`config.mk`:
```
export PLATFORM = sky130hd
export DESIGN_NAME = seq_div_16by8
export DESIGN_NICKNAME = d
export VERILOG_FILES = /design/src/rtl/seq_div_16by8_pkg.sv /design/src/rtl/seq_div_16by8_div_step.sv /design/src/rtl/seq_div_16by8.sv
export SDC_FILE = /design/constraint.sdc
export NUM_CORES = 1
export LEC_CHECK = 0
export ABC_AREA = 1
export ABC_CLOCK_PERIOD_IN_PS = 3900
export CAP_MARGIN = 0
export CORE_MARGIN = 2
export CORE_UTILIZATION = 55
export CTS_CLUSTER_DIAMETER = 30
export DETAILED_ROUTE_END_ITERATION = 8
export PLACE_DENSITY = 0.82
export SETUP_SLACK_MARGIN = 0.4
export SYNTH_ARGS = -nofsm -noshare
export SYNTH_HDL_FRONTEND = slang
export SYNTH_SLANG_ARGS = --single-unit
```
`constraint.sdc`:
```
create_clock -name clk -period 3.9 [get_ports clk]
set_input_delay 0.78 -clock clk [delete_from_list [all_inputs] [get_ports clk]]
set_output_delay 0.78 -clock clk [all_outputs]
set_load 0.005 [all_outputs]
```
`src/rtl/seq_div_16by8_pkg.sv`:
```
// Shared definitions for the sequential 16-by-8 restoring divider.
//   N_W       : default dividend / quotient width
//   D_W       : default divisor / remainder width
//   DIV_ITERS : quotient bits resolved per division (one per RUN cycle)
//   div_state_t : controller states
package div_pkg;

    localparam int N_W       = 16;
    localparam int D_W       = 8;
    localparam int DIV_ITERS = N_W;

    typedef enum logic [1:0] {
        IDLE = 2'd0,
        RUN  = 2'd1,
        DONE = 2'd2
    } div_state_t;

endpackage

```
`src/rtl/seq_div_16by8_div_step.sv`:
```
// One restoring-division iteration, purely combinational.
//   r       in  : partial remainder (D_W+1 bits)
//   q       in  : dividend/quotient shift register
//   divisor in  : denominator
//   r_next  out : partial remainder after this iteration
//   q_next  out : shift register with the new quotient bit in bit 0
// Kept separate so an unrolled or pipelined divider can chain copies of it.
module div_step #(
    parameter int N_W = 16,
    parameter int D_W = 8
) (
    input  logic [D_W:0]   r,
    input  logic [N_W-1:0] q,
    input  logic [D_W-1:0] divisor,
    output logic [D_W:0]   r_next,
    output logic [N_W-1:0] q_next
);

    logic [D_W:0] trial;
    logic         fits;
    // The partial remainder is always below the divisor, so its top bit is
    // zero on entry and only the low D_W bits feed the next trial value.
    logic         unused_r_msb;

    assign unused_r_msb = r[D_W];
    assign trial        = {r[D_W-1:0], q[N_W-1]};
    assign fits         = (trial >= {1'b0, divisor});
    assign r_next       = fits ? (trial - {1'b0, divisor}) : trial;
    assign q_next       = {q[N_W-2:0], fits};

endmodule

```
`src/rtl/seq_div_16by8.sv`:
```
// Sequential restoring divider: N_W-bit dividend / D_W-bit divisor, one
// quotient bit per clock, start/done handshake.
//   clk         in  : clock, rising edge
//   rst_n       in  : synchronous active-low reset
//   start       in  : request a division (ignored while busy)
//   dividend    in  : numerator, captured on the accepting edge
//   divisor     in  : denominator, captured on the accepting edge
//   quotient    out : result, valid from done until the next accepted start
//   remainder   out : remainder, valid with quotient
//   busy        out : high while iterating
//   done        out : one-cycle pulse when results become valid
//   div_by_zero out : set with done for a zero divisor, held until next start
// A zero divisor skips iteration: quotient saturates to all ones and the
// remainder reports the low dividend bits.
module seq_div_16by8 #(
    parameter int N_W = div_pkg::N_W,
    parameter int D_W = div_pkg::D_W
) (
    input  logic           clk,
    input  logic           rst_n,
    input  logic           start,
    input  logic [N_W-1:0] dividend,
    input  logic [D_W-1:0] divisor,
    output logic [N_W-1:0] quotient,
    output logic [D_W-1:0] remainder,
    output logic           busy,
    output logic           done,
    output logic           div_by_zero
);

    import div_pkg::*;

    localparam int CNT_W = $clog2(N_W) + 1;
    localparam logic [CNT_W-1:0] LAST_ITER = CNT_W'(N_W - 1);

    div_state_t     state_reg;
    logic [CNT_W-1:0] cnt_reg;
    logic [D_W:0]   r_reg;
    logic [N_W-1:0] q_reg;
    logic [D_W-1:0] dvs_reg;
    logic [N_W-1:0] quotient_reg;
    logic [D_W-1:0] remainder_reg;
    logic           dbz_reg;

    logic [D_W:0]   r_next;
    logic [N_W-1:0] q_next;

    div_step #(
        .N_W (N_W),
        .D_W (D_W)
    ) u_step (
        .r       (r_reg),
        .q       (q_reg),
        .divisor (dvs_reg),
        .r_next  (r_next),
        .q_next  (q_next)
    );

    always_ff @(posedge clk) begin
        if (!rst_n) begin
            state_reg     <= IDLE;
            cnt_reg       <= '0;
            r_reg         <= '0;
            q_reg         <= '0;
            dvs_reg       <= '0;
            quotient_reg  <= '0;
            remainder_reg <= '0;
            dbz_reg       <= 1'b0;
        end else begin
            case (state_reg)
                RUN: begin
                    // start is deliberately not looked at here: a request
                    // during iteration is dropped, operands stay intact.
                    r_reg   <= r_next;
                    q_reg   <= q_next;
                    cnt_reg <= cnt_reg + CNT_W'(1);
                    if (cnt_reg == LAST_ITER) begin
                        state_reg     <= DONE;
                        quotient_reg  <= q_next;
                        remainder_reg <= r_next[D_W-1:0];
                    end
                end
                default: begin
                    // IDLE and DONE both accept a new request, which gives
                    // back-to-back operation out of the DONE cycle.
                    if (start) begin
                        dvs_reg <= divisor;
                        q_reg   <= dividend;
                        r_reg   <= '0;
                        cnt_reg <= '0;
                        dbz_reg <= 1'b0;
                        if (divisor == '0) begin
                            state_reg     <= DONE;
                            quotient_reg  <= '1;
                            remainder_reg <= dividend[D_W-1:0];
                            dbz_reg       <= 1'b1;
                        end else begin
                            state_reg <= RUN;
                        end
                    end else begin
                        state_reg <= IDLE;
                    end
                end
            endcase
        end
    end

    assign quotient    = quotient_reg;
    assign remainder   = remainder_reg;
    assign busy        = (state_reg == RUN);
    assign done        = (state_reg == DONE);
    assign div_by_zero = dbz_reg;

endmodule

```
# ---- Word level (Yosys, flattened, before mapping)
# Cells that the tools add are included.
# W data, S select, Z words.
dict set report word_totals {
  input_bits 27
  out_inout_bits 27
  regBits 64
}
dict set report op_classes {
  order_cmp 1
  n_addsub 2
  reduce_logical 5
  n_bitwise 1
  mux 20
  n_eq_ne 4
}
# operator count
set op_table {}
lappend op_table {{$mux W16} 6}
lappend op_table {{$mux W8} 7}
lappend op_table {{$mux W5} 2}
lappend op_table {{$ge A9 B8 Y1} 1}
lappend op_table {{$logic_not A8 Y1} 1}
lappend op_table {{$mux W2} 4}
lappend op_table {{$sub A8 B8 Y8} 1}
lappend op_table {{$add A5 B1 Y5 const B} 1}
lappend op_table {{$eq A5 B4 Y1 const B} 1}
lappend op_table {{$reduce_bool A2 Y1} 2}
lappend op_table {{$reduce_and A3 Y1} 1}
lappend op_table {{$eq A2 B1 Y1 const B} 1}
lappend op_table {{$eq A2 B2 Y1 const B} 1}
lappend op_table {{$ne A2 B1 Y1 const B} 1}
lappend op_table {{$reduce_and A2 Y1} 1}
lappend op_table {{$mux W1} 1}
lappend op_table {{$not A1 Y1} 1}

# ---- Longest topological paths before layout
# Gate-level depths: netlist of run 1.
dict set report depth {
  word_depth 4
  depth_mapped 13
  ltp_nobuf 13
}

# ---- Hierarchy
# From an unflattened synthesis of run 1, not the netlist that was laid out.
dict set report unflattened {
  hier_cells 564
  area_unflattened_um2 3902.5
}
# mod instances area_each_um2 cells_each
set by_module_without_submodules {}
lappend by_module_without_submodules {seq_div_16by8 1 3081.7 417}
lappend by_module_without_submodules {div_step 1 820.8 147}

# ---- Least setup slack after synthesis of run 1
# OpenSTA, ideal clock, no wires.
dict set report synth_path {
  kind {input-to-reg}
  startpoint {input port divisor[6]}
  endpoint {register quotient_reg[0], in the netlist quotient[0]}
  arrival_time_ns 1.553
  setup_ns 0.116
  required_time_ns 3.784
  path_stages 9
  n_path_buf 1
  slack_ns 2.231
  cell_sequence {nor2_1 nand2_1 nor2_1 nand2_2 nand2_4 buf_6 nand4_1 o211ai_1 inv_1}
}
dict set report synth_via {
  elab_chain_len 3
}
# item line
set synth_rtl {}
lappend synth_rtl {{from (decl)} seq_div_16by8.sv:23} ;# input logic [D_W-1:0] divisor,
lappend synth_rtl {{$logic_not A8 Y1} seq_div_16by8.sv:92} ;# if (divisor == '0) begin
lappend synth_rtl {{$reduce_bool A2 Y1 (no source line)} --}
lappend synth_rtl {{$reduce_and A3 Y1 (no source line)} --}
lappend synth_rtl {{to (signal assigned)} seq_div_16by8.sv:79} ;# quotient_reg <= q_next;
lappend synth_rtl {{to (decl)} seq_div_16by8.sv:41} ;# logic [N_W-1:0] quotient_reg;
# No other way between the ends.
# A chain may end at the register's enable or synchronous reset.

# ---- Final worst setup path of run 1
dict set report layout_path {
  startpoint {register state_reg[0]}
  endpoint {output port busy}
}
dict set report layout_via {
  elab_chain_len 1
}
# item line
set layout_rtl {}
lappend layout_rtl {{from (decl)} seq_div_16by8.sv:36} ;# div_state_t state_reg;
lappend layout_rtl {{from (signal assigned)} seq_div_16by8.sv:61} ;# state_reg <= IDLE;
lappend layout_rtl {{from (signal assigned)} seq_div_16by8.sv:78} ;# state_reg <= DONE;
lappend layout_rtl {{from (signal assigned)} seq_div_16by8.sv:93} ;# state_reg <= DONE;
lappend layout_rtl {{$eq A2 B1 Y1} seq_div_16by8.sv:110} ;# assign busy = (state_reg == RUN);
lappend layout_rtl {{to (decl)} seq_div_16by8.sv:26} ;# output logic busy,
# No other way between the ends.

==> results.md, run 1 <==
* Status: completed
* PwrDens at 417 mW/mm²
* Slowest stage delay, CP at approximately 0.6 ns
* Routability Congestion at 0.910
* Placed instance count at between 500 and 600
* P_leak at around 1.9 nW
* Period utilisation layout at roughly 70%
* Final hold vios at 0
* Reg2reg start: state_reg[0]
* Fmax at approximately 0.36 GHz
* Mapped Area at between 0.003 and 0.004 mm²
* First-pass DRT Iterations at 5
* Total track usage at around 27%
* Main flop type after synthesis: dfxtp_1
* Avg Inst Size Synth at 7.02 µm²
* Row cnt at 28
* Final ANT Viol Nets at 0
* CTS Sinks at 64
* Core box area at 0.00592 mm²
* Grt total ovfl at 0
* Hpwl dp at a little under 6000 µm
* Worst-Skew Late Latency at between 0.3 and 0.4 ns
* Clock transition at path regs at roughly 0.070 ns
* Initial antenna violation count at 0
* Worst Path Max Fanout at 59
* Synth async-reset ratio at 0%
* Cts hold-fix bufs at 0
* Hold path start: q_reg[6]
* Top Ports at 54
* WP data required at 3.12 ns
* Worst setup path start: state_reg[0]
* Crit-path slowest cell: clkdlybuf4s50_1
* Place WS at around 1.2 ns
* Post-Syn Instances at 481
* Setup tns final at 0 ns
* Number of global-route vias before repair at 3075
* Fin util at between 60% and 70%
* CP arrival at approximately 2.0 ns
* Netlist cell types at 34
* Initial core utilization at a little under three fifths
* CTS max path bufs at 2
* Sequential standard cell area at ~0.0013 mm²
* Post-CTS resize count at 0
* # diodes at 0
* Crit path kind: flip-flop to output pin
* Slew of the pin with the lowest slew margin at between 0.7 and 0.8 ns
* Mapped Nets at around 520
* Crit path max-delay family: buffers and inverters
* Share of cells above drive strength 1 at slightly above 6%
* Total Wirelength at 8450 µm
* Routed WL per cell at 14.0 µm
* Via density at 5.39
* CTS tree: yes
* Worst rel slew slack at 53.2%
* Crit path cell chain: nand2_4 > inv_4 > clkdlybuf4s50_1
* Die outline width at 82.3 µm
* H-tree depth at 3
* Final Non-Filler Cells at around 600
* Min Tclk post-route at between 2 and 3 ns
* Final setup violation count at 0
* Setup ws final at 1.15 ns
* Fin. max-slew vios at 0
* DRT iter0 DRCs at 281
* CP endpoint kind: output pin
* Clk_skew at between 0.005 and 0.006 ns
* DRC violations left at 0
* VDD IR max at 0.214 mV
* Seq cells post-synth at between 60 and 70
* Area of the multi-input gates at 0.00160 mm²
* Via count at 3258
* Startpoint Class: flip-flop
* Number of synthesized flops with an enable pin at 0
* Sequential area share after synthesis at 38.0%
* MaxCap Viol Count at 0
* Final nets at ~560
* Die Ht at between 80 and 90 µm
* RSZ-0062 raised after global routing: false
* Worst Hold Class: flip-flop to flip-flop
* First-pass GRT wire length at around 14000 µm
* CTS buffer count at 9
* WP buf/inv at 2
* PortBufs at 53
* Hold Worst Slack at about 0.47 ns
* Fillers at between 500 and 600
* Largest net degree at the start of global routing at 60
* Ys Warns at 0
* Setup bufs post-CTS at 0
* Die Area at a little under 0.007 mm²
* Area Growth Syn to Fin at 19.4%
* Root Buffer: clkbuf_8
[synth_stat cells (2+ instances only)]
master | n | area share (%)
a21oi_1 | 35 | 5.2
buf_2 | 5 | 0.74
buf_4 | 5 | 1.1
buf_6 | 4 | 1.3
clkbuf_1 | 7 | 0.78
dfxtp_1 | 64 | 38
ha_1 | 10 | 3.7
inv_1 | 89 | 9.9
inv_2 | 3 | 0.33
nand2_1 | 90 | 10
nand2_2 | 2 | 0.37
nand2_4 | 2 | 0.67
nand3_1 | 47 | 7.0
nand4_1 | 11 | 2.0
nor2_1 | 36 | 4.0
nor2_2 | 3 | 0.56
nor2_4 | 2 | 0.67
o211ai_1 | 23 | 5.1
o21ai_0 | 22 | 3.3
o21ai_1 | 4 | 0.59
or2_1 | 2 | 0.37
xor2_1 | 3 | 0.78
[cell families after synthesis]
logic type / after synthesis / share of synthesized area (%)
fa+ha+maj: 11 / 4.30
simple gates: 200 / 27.2
flops: 64 / 38.0
buf+inv: 115 / 14.5
compound gates: 88 / 15.2
xor+xnor: 3 / 0.779
[layout make-up]
class / instances / share of cell area, %
inverter: 93 / 8.72
multi-input combinational: 302 / 39.8
clock buffer: 11 / 3.26
clock inverter: 4 / 0.559
timing repair buffer: 55 / 13.5
tap: 75 / 2.33
sequential: 64 / 31.8
[layer usage]
metal	up-vias	track usage (%)	share of wire (%)
met5	-	0	0
met4	0	9.00	1.5
met1	1485	35.1	45
li1	1633	-	-
met3	14	6.09	6.6
met2	126	44.0	47
[metrics by stage]
stage,cell area (µm²),power [mW]
6_report,4030,1.68
5_1_grt,4030,1.78
4_1_cts,4030,1.67
3_3_place_gp,3880,1.21
2_1_floorplan,3370,1.09
3_5_place_dp,3880,1.21
[cell usage in the layout (no fill, tap or decap), drive strengths merged, types with 2 or more instances in the layout]
| cell | count |
|---|---|
| a21oi | 35 |
| buf | 2 |
| clkbuf | 11 |
| clkdlybuf4s50 | 53 |
| clkinv | 3 |
| dfxtp | 64 |
| ha | 10 |
| inv | 93 |
| nand2 | 94 |
| nand3 | 49 |
| nand4 | 12 |
| nor2 | 41 |
| o211ai | 23 |
| o21ai | 26 |
| or2 | 3 |
| xor2 | 3 |
[final timing paths]
kind,cells past startpoint,endpoint,slack (ns)
hold reg to reg,2,q_reg[6],0.47
hold / removal,2,q_reg[6],0.47
setup reg to reg,9,remainder[1],1.66
setup / recovery,3,busy,1.15
[worst register-to-register path, cell delays in order (launching register included)]
cell,delay (ns)
dfxtp_1,0.38
nand2_4,0.16
inv_4,0.47
nand2_1,0.22
nand2_4,0.38
inv_2,0.20
a21oi_1,0.15
nand3_1,0.09
nand2_1,0.07
inv_1,0.04
[power breakdown]
part / total, mW / switching (mW) / internal [mW]
Combinational: 0.490 / 0.320 / 0.170
Sequential: 0.718 / 0.0276 / 0.690
Clock: 0.472 / 0.248 / 0.224
No activity file was read; power rests on OpenSTA's default activity.
==> run 2: changes to the inputs <==
--- a/config.mk
+++ b/config.mk
@@ -6,13 +6,13 @@
 export NUM_CORES = 1
 export LEC_CHECK = 0
 export ABC_AREA = 1
-export ABC_CLOCK_PERIOD_IN_PS = 3900
+export ABC_CLOCK_PERIOD_IN_PS = 2600
 export CAP_MARGIN = 0
 export CORE_MARGIN = 2
-export CORE_UTILIZATION = 55
+export CORE_UTILIZATION = 54
 export CTS_CLUSTER_DIAMETER = 30
 export DETAILED_ROUTE_END_ITERATION = 8
-export PLACE_DENSITY = 0.82
+export PLACE_DENSITY = 0.8
 export SETUP_SLACK_MARGIN = 0.4
 export SYNTH_ARGS = -nofsm -noshare
 export SYNTH_HDL_FRONTEND = slang
==> constraint.sdc (replaced) <==
create_clock -name clk -period 2.6 [get_ports clk]
set_input_delay 0.52 -clock clk [delete_from_list [all_inputs] [get_ports clk]]
set_output_delay 0.52 -clock clk [all_outputs]
set_load 0.005 [all_outputs]
==> run 2 against run 1 <==
  * Largest cell class unchanged
  * Die area up 1.8%
  * Core utilization rose by 1.1 points
  * Critical endpoint unchanged
  * Cell area grew 2.8%
  * Combinational power rose by 51%
  * Flip-flop and latch count unchanged
  * Clock skew barely moved
  * Count of clock-buffer cells in the layout increased by 1
  * Routed wire length shrank 2.3%
  * Sequential power grew 50%
  * Critical path type unchanged
==> results.md, run 2 (synthesized netlist as in run 1, its figures left out) <==
* Status: completed
* VDD IR max at 0.466 mV (+120%)
* CP endpoint kind: output pin
* Min Tclk post-route at 2.13 ns
* Largest net degree at the start of global routing at 35 (-42%)
* CTS max path bufs at 2 (unchanged)
* Row cnt at 28 (unchanged)
* PwrDens at 670 mW/mm² (+61%)
* Total track usage at 24.5% (-2.5 points)
* Worst Hold Class: flip-flop to flip-flop
* Root Buffer: clkbuf_8
* Die Area at 0.00690 mm² (+1.8%)
* Combinational Power Share at 26.6% (-2.6 points)
* CTS tree: yes
* Startpoint Class: flip-flop
* Routed WL per cell at 13.6 µm (-3.1%)
* Int Power at 1.88 mW (+73%)
* DRT iter0 DRCs at 224 (-20%)
* Clock Power Share at 34.7% (+6.6 points)
* Die outline width at 83.1 µm (+0.87%)
* Fin. max-slew vios at 0 (unchanged)
* CTS buffer count at 9 (unchanged)
* Fin area at 0.00414 mm² (+2.8%)
* CP arrival at 1.61 ns (-0.36 ns)
* Reg-to-reg slack, setup at 0.60 ns (-1.06 ns)
* Worst-Skew Late Latency at 0.34 ns (about the same)
* CTS Sinks at 64 (unchanged)
* Setup tns final at 0 ns (unchanged)
* Clock transition at path regs at 0.07 ns (about the same)
* Initial antenna violation count at 0 (unchanged)
* Crit path kind: flip-flop to output pin
* Area of the multi-input gates at 0.00160 mm² (unchanged)
* WP data required at 2.08 ns (-1.04 ns)
* Number of global-route vias before repair at 2998 (-2.5%)
* Placement Cell Area at 0.00391 mm² (+0.97%)
* Via count at 3222 (-1.1%)
* Routability Congestion at 0.894 (-1.8%)
* Core box area at 0.00599 mm² (+1.2%)
* DRC violations left at 0 (unchanged)
* Final nets at 568 (+0.89%)
* H-tree depth at 3 (unchanged)
* Grt total ovfl at 0 (unchanged)
* Slew of the pin with the lowest slew margin at 0.402 ns (-0.299 ns)
* NetSw at 897 µW (+51%)
* Worst rel slew slack at 73.1% (+20 points)
* Clk_skew at 0.00487 ns (-0.000342 ns)
* MaxCap Viol Count at 0 (unchanged)
* Via density at 5.29 (-1.9%)
* First-pass DRT Iterations at 5 (unchanged)
* Fillers at 527 (+0.19%)
* P_leak at 2.00 nW (+3.2%)
* RSZ-0062 raised after global routing: false
* PortBufs at 53 (unchanged)
* Seq pwr share at 38.7% (-4.0 points)
* Share of cells above drive strength 1 at 7.30% (+1.1 points)
* Sequential standard cell area at 0.00128 mm² (unchanged)
* Die Ht at 83.1 µm (+0.87%)
* Total Wirelength at 8250 µm (-2.3%)
* First-pass GRT wire length at 13900 µm (-0.93%)
* Top Ports at 54 (unchanged)
* Final setup violation count at 0 (unchanged)
* Most frequent cells in the layout: nand2_1 (90), inv_1 (89), dfxtp_1 (64)
* Initial core utilization at 56.3% (-0.67 points)
* Hpwl dp at 5920 µm (+0.21%)
* Final ANT Viol Nets at 0 (unchanged)
* Final hold vios at 0 (unchanged)
* Cts hold-fix bufs at 0 (unchanged)
* Switch share at 32.3% (-3.2 points)
* Period utilisation layout at between 80 and 90%
* Most common cell after layout, fill and taps aside: nand2_1
* Setup bufs post-CTS at 0 (unchanged)
* # diodes at 0 (unchanged)
* Worst Path Max Fanout at 34 (-42%)
* Fmax at 0.470 GHz
* Area Growth Syn to Fin at 22.8%
## run 2: power groups by stage
stage | Combinational (mW) | Sequential [mW] | Clock, mW
detailed placement | 0.721 | 1.10 | 0
global route | 0.833 | 1.08 | 1.02
floorplan | 0.547 | 1.08 | 0
CTS | 0.731 | 1.07 | 0.972
global placement | 0.704 | 1.10 | 0
finish | 0.738 | 1.08 | 0.964
## run 2: worst paths after layout
check / end / start / cells after the start
setup / recovery: busy / state_reg[0] / 3
hold / removal: dvs_reg[4] / dvs_reg[4] / 2
setup reg to reg: r_reg[4] / state_reg[1] / 10
hold reg to reg: dvs_reg[4] / dvs_reg[4] / 2
## run 2: critical path: stages, from the launching register on
cell and delay (ns):
dfxtp_1 0.37, nand2_4 0.17, clkinv_8 0.19, clkdlybuf4s50_1 0.52
## run 2: layout make-up
class | count | area share (%)
Clock buffer | 12 | 3.74
Clock inverter | 3 | 1.57
Inverter | 93 | 8.73
Multi-Input combinational cell | 302 | 38.7
Sequential cell | 64 | 30.9
Tap cell | 75 | 2.26
Timing Repair Buffer | 60 | 14.1
## run 2: per-stage QoR
stage	power (mW)	hold WS [ns]	utilization, %	std cells	setup slack [ns]
after CTS	2.78	0.462	69.1	609	0.433
after global placement	1.80	0.452	65.3	594	0.371
after global routing	2.93	0.477	69.2	609	0.409
after detailed placement	1.82	0.452	65.3	594	0.303
final	2.78	0.462	69.2	609	0.473
after floorplan	1.63	0.433	-	481	1.01
## run 2: per-layer routing
layer	vias to the layer above	routed length (µm)	GRT usage [%]
met3	19	549	4.27
li1	1645	-	-
met4	0	180	9.54
met1	1449	3910	34.7
met5	-	0	0
met2	109	3610	37.0
## run 2: repair_timing
action                                  in CTS  in global routing
pin swaps                                    0                  0
resized for setup                            2                  1
endpoints found under the setup margin       1                  1
